### config.mk
export PLATFORM = sky130hd
export DESIGN_NAME = bkm_csd2bin_pipe_flat
export DESIGN_NICKNAME = d
export VERILOG_FILES = /design/src/rtl/bkm_csd2bin_if.sv /design/src/rtl/bkm_csd2bin_pipe.sv /design/src/flat_wrapper.sv
export SDC_FILE = /design/constraint.sdc
export NUM_CORES = 1
export LEC_CHECK = 0
export CAP_MARGIN = 20
export CORE_MARGIN = 5
export CORE_UTILIZATION = 56
export CTS_CLUSTER_DIAMETER = 100
export CTS_CLUSTER_SIZE = 20
export DETAILED_ROUTE_END_ITERATION = 8
export PLACE_DENSITY = 0.89
export SLEW_MARGIN = 20
export SYNTH_ARGS = -nofsm -noshare
export SYNTH_HDL_FRONTEND = slang
export SYNTH_SLANG_ARGS = --single-unit
### constraint.sdc
create_clock -name clk -period 3.9 [get_ports clk]
set_clock_uncertainty 0.2 [all_clocks]
set_input_delay 0.585 -clock clk [delete_from_list [all_inputs] [get_ports clk]]
set_output_delay 0.585 -clock clk [all_outputs]
set_load 0.03 [all_outputs]
### src/rtl/bkm_csd2bin_if.sv
// Handshake and data bundle between bkm_steps (CSD words in) and the
// result formatter (two's-complement words out).
interface bkm_csd2bin_if #(
  parameter int WD = 72
);
  logic            in_valid;
  logic            in_ready;
  logic [2*WD-1:0] X_in_csd;
  logic [2*WD-1:0] Y_in_csd;
  logic            out_valid;
  logic            out_ready;
  logic [WD:0]     X_out_bin;
  logic [WD:0]     Y_out_bin;
  logic            out_err;

  modport master (
    output in_valid, X_in_csd, Y_in_csd, out_ready,
    input  in_ready, out_valid, X_out_bin, Y_out_bin, out_err
  );

  modport slave (
    input  in_valid, X_in_csd, Y_in_csd, out_ready,
    output in_ready, out_valid, X_out_bin, Y_out_bin, out_err
  );
endinterface

### src/rtl/bkm_csd2bin_pipe.sv
// CSD-to-binary converter: X and Y are each reduced to P - N with an NS-stage
// carry-pipelined adder; valid/err bits ride alongside the data.
module bkm_csd2bin_pipe #(
  parameter int WD = 72,
  parameter int NS = 3
) (
  input  logic         clk,
  input  logic         arst,
  input  logic         srst,
  input  logic         enable,
  bkm_csd2bin_if.slave bus
);
  // ceil((WD+1)/NS); the last chunk takes whatever bits remain.
  localparam int CW = (WD + NS) / NS;

  logic            w_advance;
  logic [2*WD-1:0] w_csd [2];
  logic [WD:0]     w_p   [2];
  logic [WD:0]     w_nb  [2];
  logic [1:0]      w_bad;

  assign w_advance    = enable & (~bus.out_valid | bus.out_ready);
  assign bus.in_ready = w_advance;
  assign w_csd[0]     = bus.X_in_csd;
  assign w_csd[1]     = bus.Y_in_csd;

  // NOTE: every always_comb output gets a default before the loop; a bit left
  // unassigned on some path would otherwise be held by an inferred latch.
  always_comb begin
    w_bad = '0;
    for (int w = 0; w < 2; w++) begin
      w_p[w]  = '0;
      w_nb[w] = '1;
      for (int i = 0; i < WD; i++) begin
        w_p[w][i]  = (w_csd[w][2*i +: 2] == 2'b01);
        w_nb[w][i] = (w_csd[w][2*i +: 2] != 2'b10);
        w_bad[w]   = w_bad[w] | (w_csd[w][2*i +: 2] == 2'b11);
      end
    end
  end

  for (genvar s = 0; s < NS; s++) begin : g_stage
    localparam int LO = s * CW;
    localparam int HI = (s == NS - 1) ? WD : LO + CW - 1;
    localparam int W  = HI - LO + 1;

    logic [HI:LO] w_a     [2];
    logic [HI:LO] w_b     [2];
    logic [HI:LO] w_sum   [2];
    logic [HI:0]  w_s_nxt [2];
    logic [1:0]   w_ci;
    logic         w_vi;
    logic         w_ei;
    logic [HI:0]  r_s [2];
    logic         r_v;
    logic         r_e;

    if (s == 0) begin : g_src
      always_comb begin
        for (int w = 0; w < 2; w++) begin
          w_a[w] = w_p[w][HI:0];
          w_b[w] = w_nb[w][HI:0];
        end
      end
      always_comb begin
        for (int w = 0; w < 2; w++) w_s_nxt[w] = w_sum[w];
      end
      // P + ~N + 1: the +1 enters as the carry-in of the lowest chunk.
      assign w_ci = 2'b11;
      assign w_vi = bus.in_valid;
      assign w_ei = bus.in_valid & (|w_bad);
    end else begin : g_src
      always_comb begin
        for (int w = 0; w < 2; w++) begin
          w_a[w] = g_stage[s-1].g_fwd.r_a[w][HI:LO];
          w_b[w] = g_stage[s-1].g_fwd.r_b[w][HI:LO];
        end
      end
      always_comb begin
        for (int w = 0; w < 2; w++) w_s_nxt[w] = {w_sum[w], g_stage[s-1].r_s[w]};
      end
      assign w_ci = g_stage[s-1].g_fwd.r_c;
      assign w_vi = g_stage[s-1].r_v;
      assign w_ei = g_stage[s-1].r_e;
    end

    if (s < NS - 1) begin : g_fwd
      logic [1:0]     w_co;
      logic [WD:HI+1] w_ra [2];
      logic [WD:HI+1] w_rb [2];
      logic [1:0]     r_c;
      logic [WD:HI+1] r_a [2];
      logic [WD:HI+1] r_b [2];

      always_comb begin
        for (int w = 0; w < 2; w++)
          {w_co[w], w_sum[w]} = {1'b0, w_a[w]} + {1'b0, w_b[w]} + (W+1)'(w_ci[w]);
      end

      if (s == 0) begin : g_rest
        always_comb begin
          for (int w = 0; w < 2; w++) begin
            w_ra[w] = w_p[w][WD:HI+1];
            w_rb[w] = w_nb[w][WD:HI+1];
          end
        end
      end else begin : g_rest
        always_comb begin
          for (int w = 0; w < 2; w++) begin
            w_ra[w] = g_stage[s-1].g_fwd.r_a[w][WD:HI+1];
            w_rb[w] = g_stage[s-1].g_fwd.r_b[w][WD:HI+1];
          end
        end
      end

      // NOTE: registers use non-blocking assignments so every stage samples
      // its neighbour's pre-edge value and the shift happens in lock-step.
      always_ff @(posedge clk or negedge arst) begin
        if (!arst) begin
          r_c <= '0;
          for (int w = 0; w < 2; w++) begin
            r_a[w] <= '0;
            r_b[w] <= '0;
          end
        end else if (srst) begin
          r_c <= '0;
          for (int w = 0; w < 2; w++) begin
            r_a[w] <= '0;
            r_b[w] <= '0;
          end
        end else if (w_advance) begin
          r_c <= w_co;
          for (int w = 0; w < 2; w++) begin
            r_a[w] <= w_ra[w];
            r_b[w] <= w_rb[w];
          end
        end
      end
    end else begin : g_last
      // Carry out of the top chunk is discarded: the result cannot overflow.
      always_comb begin
        for (int w = 0; w < 2; w++) w_sum[w] = w_a[w] + w_b[w] + W'(w_ci[w]);
      end
    end

    // NOTE: the data registers are reset along with the valid bits so the
    // outputs read as zero after any reset, not just out_valid.
    always_ff @(posedge clk or negedge arst) begin
      if (!arst) begin
        r_v <= 1'b0;
        r_e <= 1'b0;
        for (int w = 0; w < 2; w++) r_s[w] <= '0;
      end else if (srst) begin
        r_v <= 1'b0;
        r_e <= 1'b0;
        for (int w = 0; w < 2; w++) r_s[w] <= '0;
      end else if (w_advance) begin
        r_v <= w_vi;
        r_e <= w_ei;
        for (int w = 0; w < 2; w++) r_s[w] <= w_s_nxt[w];
      end
    end
  end

  assign bus.out_valid = g_stage[NS-1].r_v;
  assign bus.out_err   = g_stage[NS-1].r_e;
  assign bus.X_out_bin = g_stage[NS-1].r_s[0];
  assign bus.Y_out_bin = g_stage[NS-1].r_s[1];

endmodule

### src/flat_wrapper.sv
// flat-port wrapper written by rule: the top's interface ports become plain ports
module bkm_csd2bin_pipe_flat 
#(
  parameter int WD = 72,
  parameter int NS = 3
)
  (clk, arst, srst, enable, bus_in_valid, bus_X_in_csd, bus_Y_in_csd, bus_out_ready, bus_in_ready, bus_out_valid, bus_X_out_bin, bus_Y_out_bin, bus_out_err);
  bkm_csd2bin_if #(.WD(WD)) bus_i ();
  input  logic clk;
  input  logic arst;
  input  logic srst;
  input  logic enable;
  input wire logic [$bits(bus_i.in_valid)-1:0] bus_in_valid;
  input wire logic [$bits(bus_i.X_in_csd)-1:0] bus_X_in_csd;
  input wire logic [$bits(bus_i.Y_in_csd)-1:0] bus_Y_in_csd;
  input wire logic [$bits(bus_i.out_ready)-1:0] bus_out_ready;
  output wire logic [$bits(bus_i.in_ready)-1:0] bus_in_ready;
  output wire logic [$bits(bus_i.out_valid)-1:0] bus_out_valid;
  output wire logic [$bits(bus_i.X_out_bin)-1:0] bus_X_out_bin;
  output wire logic [$bits(bus_i.Y_out_bin)-1:0] bus_Y_out_bin;
  output wire logic [$bits(bus_i.out_err)-1:0] bus_out_err;
  assign bus_i.in_valid = bus_in_valid;
  assign bus_i.X_in_csd = bus_X_in_csd;
  assign bus_i.Y_in_csd = bus_Y_in_csd;
  assign bus_i.out_ready = bus_out_ready;
  assign bus_in_ready = bus_i.in_ready;
  assign bus_out_valid = bus_i.out_valid;
  assign bus_X_out_bin = bus_i.X_out_bin;
  assign bus_Y_out_bin = bus_i.Y_out_bin;
  assign bus_out_err = bus_i.out_err;
  bkm_csd2bin_pipe #(.WD(WD), .NS(NS)) u_core (.clk(clk), .arst(arst), .srst(srst), .enable(enable), .bus(bus_i));
endmodule
# ---- Word-level counts from Yosys, hierarchy flattened
# Index checks and enable logic that the tools add are counted.
dict set report word_totals {
  reg_bits 590
  in_bits 294
  wordCells 644
}
dict set report classes {
  addsub 12
  eq_ne 432
  muxes 30
  bitwise_logic 146
  n_reduce_logical 2
}
# operator count
set op_table {}
lappend op_table {{96-bit two-way mux} 4}
lappend op_table {{146-bit two-way mux} 2}
lappend op_table {{2-bit by 1-bit equality test with 1-bit output (second input constant)} 144}
lappend op_table {{2-bit equality test (second input constant)} 144}
lappend op_table {{2-bit inequality test (second input constant)} 144}
lappend op_table {{100-bit two-way mux} 2}
lappend op_table {{46-bit two-way mux} 4}
lappend op_table {{1-bit OR} 143}
lappend op_table {{25-bit by 25-bit adder with 26-bit output} 4}
lappend op_table {{50-bit two-way mux} 2}
lappend op_table {{26-bit by 1-bit adder with 26-bit output} 2}
lappend op_table {{26-bit by 1-bit adder with 26-bit output (second input constant)} 2}
lappend op_table {{23-bit by 1-bit adder with 23-bit output} 2}
lappend op_table {{23-bit adder} 2}
lappend op_table {{1-bit two-way mux} 12}
lappend op_table {{2-bit two-way mux} 4}
lappend op_table {{1-bit bitwise AND} 2}
lappend op_table {{2-bit nonzero test} 1}
lappend op_table {{2-bit OR reduction} 1}
lappend op_table {{1-bit NOT} 1}

# ---- Logic depth before layout (Yosys ltp)
# Gate-level depths: netlist of the first run.
dict set report depth {
  depth_word 76
  depth_mapped 12
}

# ---- Least setup slack after synthesis of the first run
# Ideal clock, no wire load.
dict set report synth_path {
  path_kind {input to register}
  start {input bus_Y_in_csd[0]}
  end {register u_core.g_stage[0].r_s[20] (netlist name)}
  setup_time_ns 0.122
  arrival_ns 2.720
  slack_ns 0.858
  stages 12
  path_buffers 0
  path_cell_list {inv_1 -> ha_1 -> inv_1 -> fa_1 -> a21o_1 -> a21oi_1 -> o211ai_1 -> nand4_1 -> a211oi_1 -> o21a_1 -> or3_1 -> a32o_1}
}
dict set report synth_between {
  elab_chain_cells 5
  elab_cells_between_ends 6
  cone_classes {2 x add/sub; 2 x eq/ne; 2 x mux}
}
# item line_no
set synth_rtl {}
lappend synth_rtl {{start: declaration} flat_wrapper.sv:15} ;# input wire logic [$bits(bus_i.Y_in_csd)-1:0] bus_Y_in_csd;
lappend synth_rtl {{2-bit by 1-bit equality test with 1-bit output / 2-bit inequality test (equally long branches)} {bkm_csd2bin_pipe.sv:35, bkm_csd2bin_pipe.sv:36}}
lappend synth_rtl {{25-bit by 25-bit adder with 26-bit output *} bkm_csd2bin_pipe.sv:97} ;# {w_co[w], w_sum[w]} = {1'b0, w_a[w]} + {1'b0, w_b[w]} + (W+1)'(w_ci[w]);
lappend synth_rtl {{26-bit by 1-bit adder with 26-bit output *} bkm_csd2bin_pipe.sv:97}
lappend synth_rtl {{50-bit two-way mux *} bkm_csd2bin_pipe.sv:157} ;# end else if (w_advance) begin
lappend synth_rtl {{50-bit two-way mux *} bkm_csd2bin_pipe.sv:153} ;# end else if (srst) begin
lappend synth_rtl {{end: declaration} bkm_csd2bin_pipe.sv:54} ;# logic [HI:0] r_s [2];
# Mark *: on every way between the ends. The rest lies on a longest branch, timed or not. The select of a mux whose other input is x is not followed.
# A chain may end at the register's enable or synchronous reset.

# ---- Worst setup path after layout of the first run
dict set report layout_path {
  start {register u_core.g_stage[0].g_fwd.r_c[0]}
  end {register u_core.g_stage[1].r_s[96] (netlist name)}
}
dict set report layout_between {
  elab_chain_cells 3
}
# item line_no
set layout_rtl {}
lappend layout_rtl {{start: declaration} bkm_csd2bin_pipe.sv:91} ;# logic [1:0] r_c;
lappend layout_rtl {{start signal: assignment} bkm_csd2bin_pipe.sv:132} ;# r_c <= w_co;
lappend layout_rtl {{26-bit by 1-bit adder with 26-bit output} bkm_csd2bin_pipe.sv:97}
lappend layout_rtl {{100-bit two-way mux} bkm_csd2bin_pipe.sv:157}
lappend layout_rtl {{100-bit two-way mux} bkm_csd2bin_pipe.sv:153}
lappend layout_rtl {{end: declaration} bkm_csd2bin_pipe.sv:54}
# No other way between the ends. The select of a mux whose other input is x is not followed.

==> results of run 1 <==
state kept, by name, indices dropped and copies added, names as in the netlist:
register	cells
u_core.g_stage.g_fwd.r_c	4
u_core.bus.Y_out_bin	73
u_core.bus.X_out_bin	73
u_core.g_stage.g_fwd.r_a	138
u_core.g_stage.g_fwd.r_b	140
u_core.g_stage.r_s	150
u_core.g_stage.r_e	2
u_core.bus.out_valid	1
u_core.bus.out_err	1
u_core.g_stage.r_v	2
worst paths after layout:
| check | to | slack, ps | cells after the start |
|---|---|---|---|
| min in group asynchronous | u_core.bus.Y_out_bin[4] | 410 | 2 |
| worst min register to register | u_core.g_stage[0].r_s[15] | 290 | 2 |
| max in group asynchronous | u_core.g_stage[1].g_fwd.r_b[12] | 2100 | 3 |
| worst max-delay path | u_core.g_stage[1].r_s[96] | 470 | 9 |
| worst min-delay path | u_core.bus.Y_out_bin[32] | 180 | 2 |
| worst max register to register | u_core.g_stage[1].r_s[96] | 470 | 9 |
final cells by class:
class                           count  area [um2]
Clock buffer                       37       914.6
Sequential cell                   584       14610
Fill cell                        4468       17790
Clock inverter                      3       41.29
Timing Repair Buffer              485        4960
Antenna cell                       10       25.02
Tap cell                          748       935.9
Multi-Input combinational cell   2653       15670
Inverter                           93       356.6
per-layer routing:
| layer | wire (um) | part of all wire, % | vias up | GRT usage [%] |
|---|---|---|---|---|
| met5 | 101 | 0.10 | - | 0 |
| met1 | 38600 | 40 | 13397 | 41.39 |
| met4 | 4161 | 4.3 | 18 | 12.03 |
| met2 | 45320 | 47 | 1140 | 49.59 |
| li1 | - | - | 12919 | - |
| met3 | 8644 | 8.9 | 224 | 7.138 |
logic make-up (layout without fill, tap and decap cells):
logic type               after synthesis  in the layout  synth area share, %
XOR/XNOR                              72             72                2.012
buffers and inverters                287            618                3.438
adder cells (fa/ha/maj)              200            200                8.226
AO/OA/AOI/OAI                        895            895                17.37
AND/OR/NAND/NOR                     1483           1483                22.22
multiplexers                           3              3              0.09584
flip-flops                           584            584                46.64
other                                  0             10                    0
Yosys cell counts (all sizes together), types with 66 or more instances:
cell type / instances / area (um2)
nand2: 767 / 2882
dfrtp: 584 / 14610
a21oi: 486 / 2436
ha: 190 / 2377
nor2: 189 / 709.4
clkbuf: 188 / 705.7
nor3: 136 / 680.7
nand3b: 102 / 765.7
o21ai: 101 / 505.5
nor3b: 98 / 735.7
inv: 92 / 345.3
a21o: 66 / 495.5
power groups by stage:
| stage | Combinational (mW) | Clock, mW | Sequential, mW |
|---|---|---|---|
| after floorplan | 1.25 | 0 | 6.68 |
| after global placement | 2.35 | 0 | 6.63 |
| after detailed placement | 2.39 | 0 | 6.64 |
| after CTS | 2.41 | 3.83 | 6.53 |
| after global routing | 2.64 | 4.02 | 6.56 |
| final | 2.42 | 3.76 | 6.53 |
critical path: stages, from the launching register on:
cell and delay [ps]:
dfrtp_1 480, fa_1 470, a211oi_1 270, nor2_1 130, o41ai_2 340, o211ai_1 220
a311o_1 410, a221oi_4 360, xor2_1 260, o21ai_0 130
metrics by stage:
| stage | instances | hold slack, ps |
|---|---|---|
| after floorplan | 3524 | 89.41 |
| after global placement | 4562 | 265.5 |
| after detailed placement | 4562 | 270.7 |
| after CTS | 4603 | 157.7 |
| after global routing | 4606 | 186.6 |
| final | 4613 | 184.1 |
==> reports/qor.txt, run 1 <==
Status: complete, no violations
Syn nets: 4018
CTS clock-pin slew for the worst setup and hold paths: 90 ps
Sequential power share: 51.4%
Most frequent cells in the layout: nand2_1, dfrtp_1, a21oi_1
Routed vias/inst: 6.004
Req. time, crit path: 4100 ps
CTS H-Tree Depth: 2
Clk_lat worst skew: 590 ps
Final core utilization: 67.83%
WL/cell: 20.99 um
Syn. warnings: 0
Clock share of power: 29.6%
Largest net degree at the start of global routing: 195
First-pass GRT wire length: 149.0 mm
Hold path start: srst
Relative slew margins: 28.38%
Final nets: 4346
Clk sinks: 584
Final Wtd Congestion: 0.9505
GRT Resource Usage Total: 31.00%
Setup TNS: 0 ps
FP Rows: 86
Sw Pwr: 3.690 mW
Number of synthesized flops with an enable pin: 0
Area growth syn-to-layout: 19.72%
Combinational Power Share: 19.0%
Leakage: 16.52 nW
Final setup margin: 467.1 ps
Register area share after synthesis: 46.64%
Core Region: 55310 um2
1st-iter DRT viols: 2657
Period Utilization, post-route: 88.02%
Max FO, Critical Path: 4
Detailed Routing Iterations Pass 1: 6
Longest Clk Path Bufs: 3
Vias: 27698
Maximum vdd ir drop: 0.0002657 V
Path category of the worst min-delay check: in2reg
Root buf cell: clkbuf_16
Place WS: 158.4 ps
Die Y: 246.6 um
FF-to-FF Start: u_core.g_stage[0].g_fwd.r_c[0]
Int Power: 9.022 mW
Kind of end point of the critical path: flip-flop
Port bufs: 442
HPWL after DPL: 71.48 mm
Die width: 246.6 um
Cell area after layout: 37510 um2
Total grt overflow: 0
FF+latch count, synth: 584
Mapped Cells: 3524
Crit path DAT: 3640 ps
Worst-Margin Slew: 1072 ps
Sw frac: 29.03%
Max Freq: 291.3 MHz
CTS tree: done
Cell variety after synth: 80
CTS resizes: 0
Crit path from: u_core.g_stage[0].g_fwd.r_c[0]
Most common cell after layout, fill and taps aside: nand2_1
Hold Buf Count CTS: 1
PD cells: 338.9 nW/um2
Total CTS buffers: 35
Post-route ant nets: 0
Power Total: 12.71 mW
Initial Util: 56.66%
Vias in the first global route: 26492
Hold Fails Final Rpt: 0
# IOs: 443
Share of cells above drive strength 1: 3.087%
Max-slew violations: 0
Mapped Area: 31340 um2
Die area: 60790 um2
Antenna violations before repair: 22
Syn_area_per_cell: 8.892 um2
Kind of critical path: reg2reg
Top FF cell, synth: dfrtp_1
Max_cap viols: 0
Min cycle time layout: 3433 ps
Setup repair bufs after CTS: 0
Drt drc: 0
DRT Wirelength: 96.83 mm
Worst setup SP type: flip-flop
Final setup fails: 0
Post-DP Area: 36520 um2
RSZ-0062 raised after global routing: false
Asr flop ratio synth: 100.0%
(Power assumes the default switching activity.)
==> run 2: changes to the inputs <==
--- a/config.mk
+++ b/config.mk
@@ -7,11 +7,11 @@
 export LEC_CHECK = 0
 export CAP_MARGIN = 20
 export CORE_MARGIN = 5
-export CORE_UTILIZATION = 56
+export CORE_UTILIZATION = 60
 export CTS_CLUSTER_DIAMETER = 100
 export CTS_CLUSTER_SIZE = 20
 export DETAILED_ROUTE_END_ITERATION = 8
-export PLACE_DENSITY = 0.89
+export PLACE_DENSITY = 0.87
 export SLEW_MARGIN = 20
 export SYNTH_ARGS = -nofsm -noshare
 export SYNTH_HDL_FRONTEND = slang
==> constraint.sdc (replaced) <==
create_clock -name clk -period 4.1 [get_ports clk]
set_clock_uncertainty 0.2 [all_clocks]
set_input_delay 0.615 -clock clk [delete_from_list [all_inputs] [get_ports clk]]
set_output_delay 0.615 -clock clk [all_outputs]
set_load 0.03 [all_outputs]
==> run 2 against run 1 <==
Critical path type unchanged. Maximum frequency shrank 1.2%. Register-to-register slack gained 160 ps. Global-route usage grew 1.7 points. Hold slack gained 110 ps. Combinational power shrank 5%. Total power shrank 5.1%.
==> reports/qor.txt, run 2 (synthesized netlist as in run 1, its figures left out) <==
Min cycle time layout: 3474 ps (was 3433 ps)
Max FO, Critical Path: 4 (unchanged)
Port bufs: 442 (unchanged)
Die area: 56900 um2 (was 60790 um2)
Final Wtd Congestion: 0.9555 (was 0.9505)
Vias: 27865 (was 27698)
GRT Resource Usage Total: 32.71% (was 31.00%)
Detailed Routing Iterations Pass 1: 6 (unchanged)
Clk sinks: 584 (unchanged)
PD cells: 322.3 nW/um2 (was 338.9 nW/um2)
CTS resizes: 0 (unchanged)
Req. time, crit path: 4320 ps (was 4100 ps)
Kind of critical path: reg2reg (unchanged)
Max_cap viols: 0 (unchanged)
Leakage: 16.53 nW (was 16.52 nW)
Die Y: 238.5 um (was 246.6 um)
Multi-input gate area: 15670 um2 (about the same)
RSZ-0062 raised after global routing: false (unchanged)
Maximum vdd ir drop: 0.0002763 V (was 0.0002657 V)
Kind of end point of the critical path: flip-flop (unchanged)
Period Utilization, post-route: 84.74% (was 88.02%)
Most common cell after layout, fill and taps aside: nand2_1 (unchanged)
WL/cell: 21.16 um (was 20.99 um)
Max reg flops: 150 (unchanged)
Longest Clk Path Bufs: 3 (unchanged)
Most flops, register: u_core.g_stage.r_s (unchanged)
Status: complete, no violations (unchanged)
Relative slew margins: 32.79% (was 28.38%)
Core Region: 51510 um2 (was 55310 um2)
Hold Fails Final Rpt: 0 (unchanged)
CTS H-Tree Depth: 2 (unchanged)
Total CTS buffers: 35 (unchanged)
Clk_lat worst skew: 570 ps (was 590 ps)
CTS clock-pin slew for the worst setup and hold paths: 80 ps (was 90 ps)
Largest net degree at the start of global routing: 187 (was 195)
Routed vias/inst: 6.131 (was 6.004)
Crit path DAT: 3690 ps (was 3640 ps)
Hold depth: 2 (unchanged)
First-pass GRT wire length: 148.7 mm (was 149.0 mm)
Total grt overflow: 0 (unchanged)
R2R cell count: 11 (was 9)
Final nets: 4350 (was 4346)
# IOs: 443 (unchanged)
Setup repair bufs after CTS: 0 (unchanged)
Hold slack final: 292.3 ps (was 184.1 ps)
Max Freq: 287.8 MHz (was 291.3 MHz)
Drt drc: 0 (unchanged)
Final setup fails: 0 (unchanged)
Worst-Margin Slew: 1008 ps (was 1072 ps)
Initial Util: 60.83% (was 56.66%)
HPWL after DPL: 71.25 mm (was 71.48 mm)
Hold Buf Count CTS: 1 (unchanged)
FP Rows: 83 (was 86)
Reg area: 14610 um2 (unchanged)
DRT Wirelength: 96.17 mm (was 96.83 mm)
Root buf cell: clkbuf_16 (unchanged)
Layout Cells excl Fill: 4545 (was 4613)
Share of cells above drive strength 1: 3.163% (was 3.087%)
Vias in the first global route: 26726 (was 26492)
Biggest regs: u_core.g_stage.r_s (150), u_core.g_stage.g_fwd.r_b (140), u_core.g_stage.g_fwd.r_a (138) (unchanged)
CTS tree: done (unchanged)
Antenna violations before repair: 17 (was 22)
Area growth syn-to-layout: 19.49% (was 19.72%)
Die width: 238.5 um (was 246.6 um)
Post-route ant nets: 0 (unchanged)
Setup TNS: 0 ps (unchanged)
1st-iter DRT viols: 2947 (was 2657)
Worst setup SP type: flip-flop (unchanged)
Max-slew violations: 0 (unchanged)
Inst Count DP: 4498 (was 4562)
Filler Cell Count: 3875 (was 4468)
Most frequent cells in the layout: nand2_1, dfrtp_1, a21oi_1 (unchanged)
Path category of the worst min-delay check: reg2reg (was in2reg)
-- run 2: final timing paths --
kind	startpoint	to	slack, ps
worst min register to register	u_core.bus.Y_out_bin[59]	u_core.bus.Y_out_bin[59]	290
max in group asynchronous	arst	u_core.g_stage[0].g_fwd.r_a[86]	2220
worst max-delay path	u_core.g_stage[1].g_fwd.r_b[0]	u_core.bus.Y_out_bin[72]	630
worst max register to register	u_core.g_stage[1].g_fwd.r_b[0]	u_core.bus.Y_out_bin[72]	630
worst min-delay path	u_core.bus.Y_out_bin[59]	u_core.bus.Y_out_bin[59]	290
min in group asynchronous	arst	u_core.g_stage[0].r_s[2]	440
-- run 2: layer usage --
metal / global-route usage, % / share of wire (%) / routed length [um]
met1: 44.86 / 41 / 39000
met2: 51.91 / 46 / 44410
met3: 6.576 / 8.8 / 8433
met4: 12.70 / 4.4 / 4245
met5: 0 / 0.083 / 80
-- run 2: area by class of cell --
type	count	share of cell area, %
multi-input cells	2653	41.86
flip-flops and latches	584	39.03
repair buffers	489	13.32
clock buffers	37	2.473
well taps	680	2.272
inverters	93	0.9523
diodes	8	0.05347
clock inverters	1	0.04344
-- run 2: metrics by stage --
stage          instance area, um2  worst slack (ps)  utilization [%]  power (mW)
6_report                    37440             625.7            72.69       12.07
5_1_grt                     37430             447.2            72.66       12.54
4_1_cts                     37420             703.3            72.65       12.09
3_5_place_dp                36470             331.9            70.80       8.591
3_3_place_gp                36470             379.2            70.80       8.544
2_1_floorplan               31340              1028                -       7.543
-- run 2: power breakdown --
group / switching (mW) / internal [mW] / total [mW]
registers: 0.176 / 6.03 / 6.21
clock network: 1.93 / 1.62 / 3.55
logic: 1.37 / 0.937 / 2.31
-- run 2: worst max-delay path, stage by stage, from the launching register on --
cell and delay (ps):
dfrtp_1 410, fa_1 490, inv_1 90, fa_1 180, nor2b_1 90, o2111ai_1 320, nand3_1 210, nand4_1 220
a21boi_0 230, o31ai_1 550, mux2i_1 250, a31oi_1 90
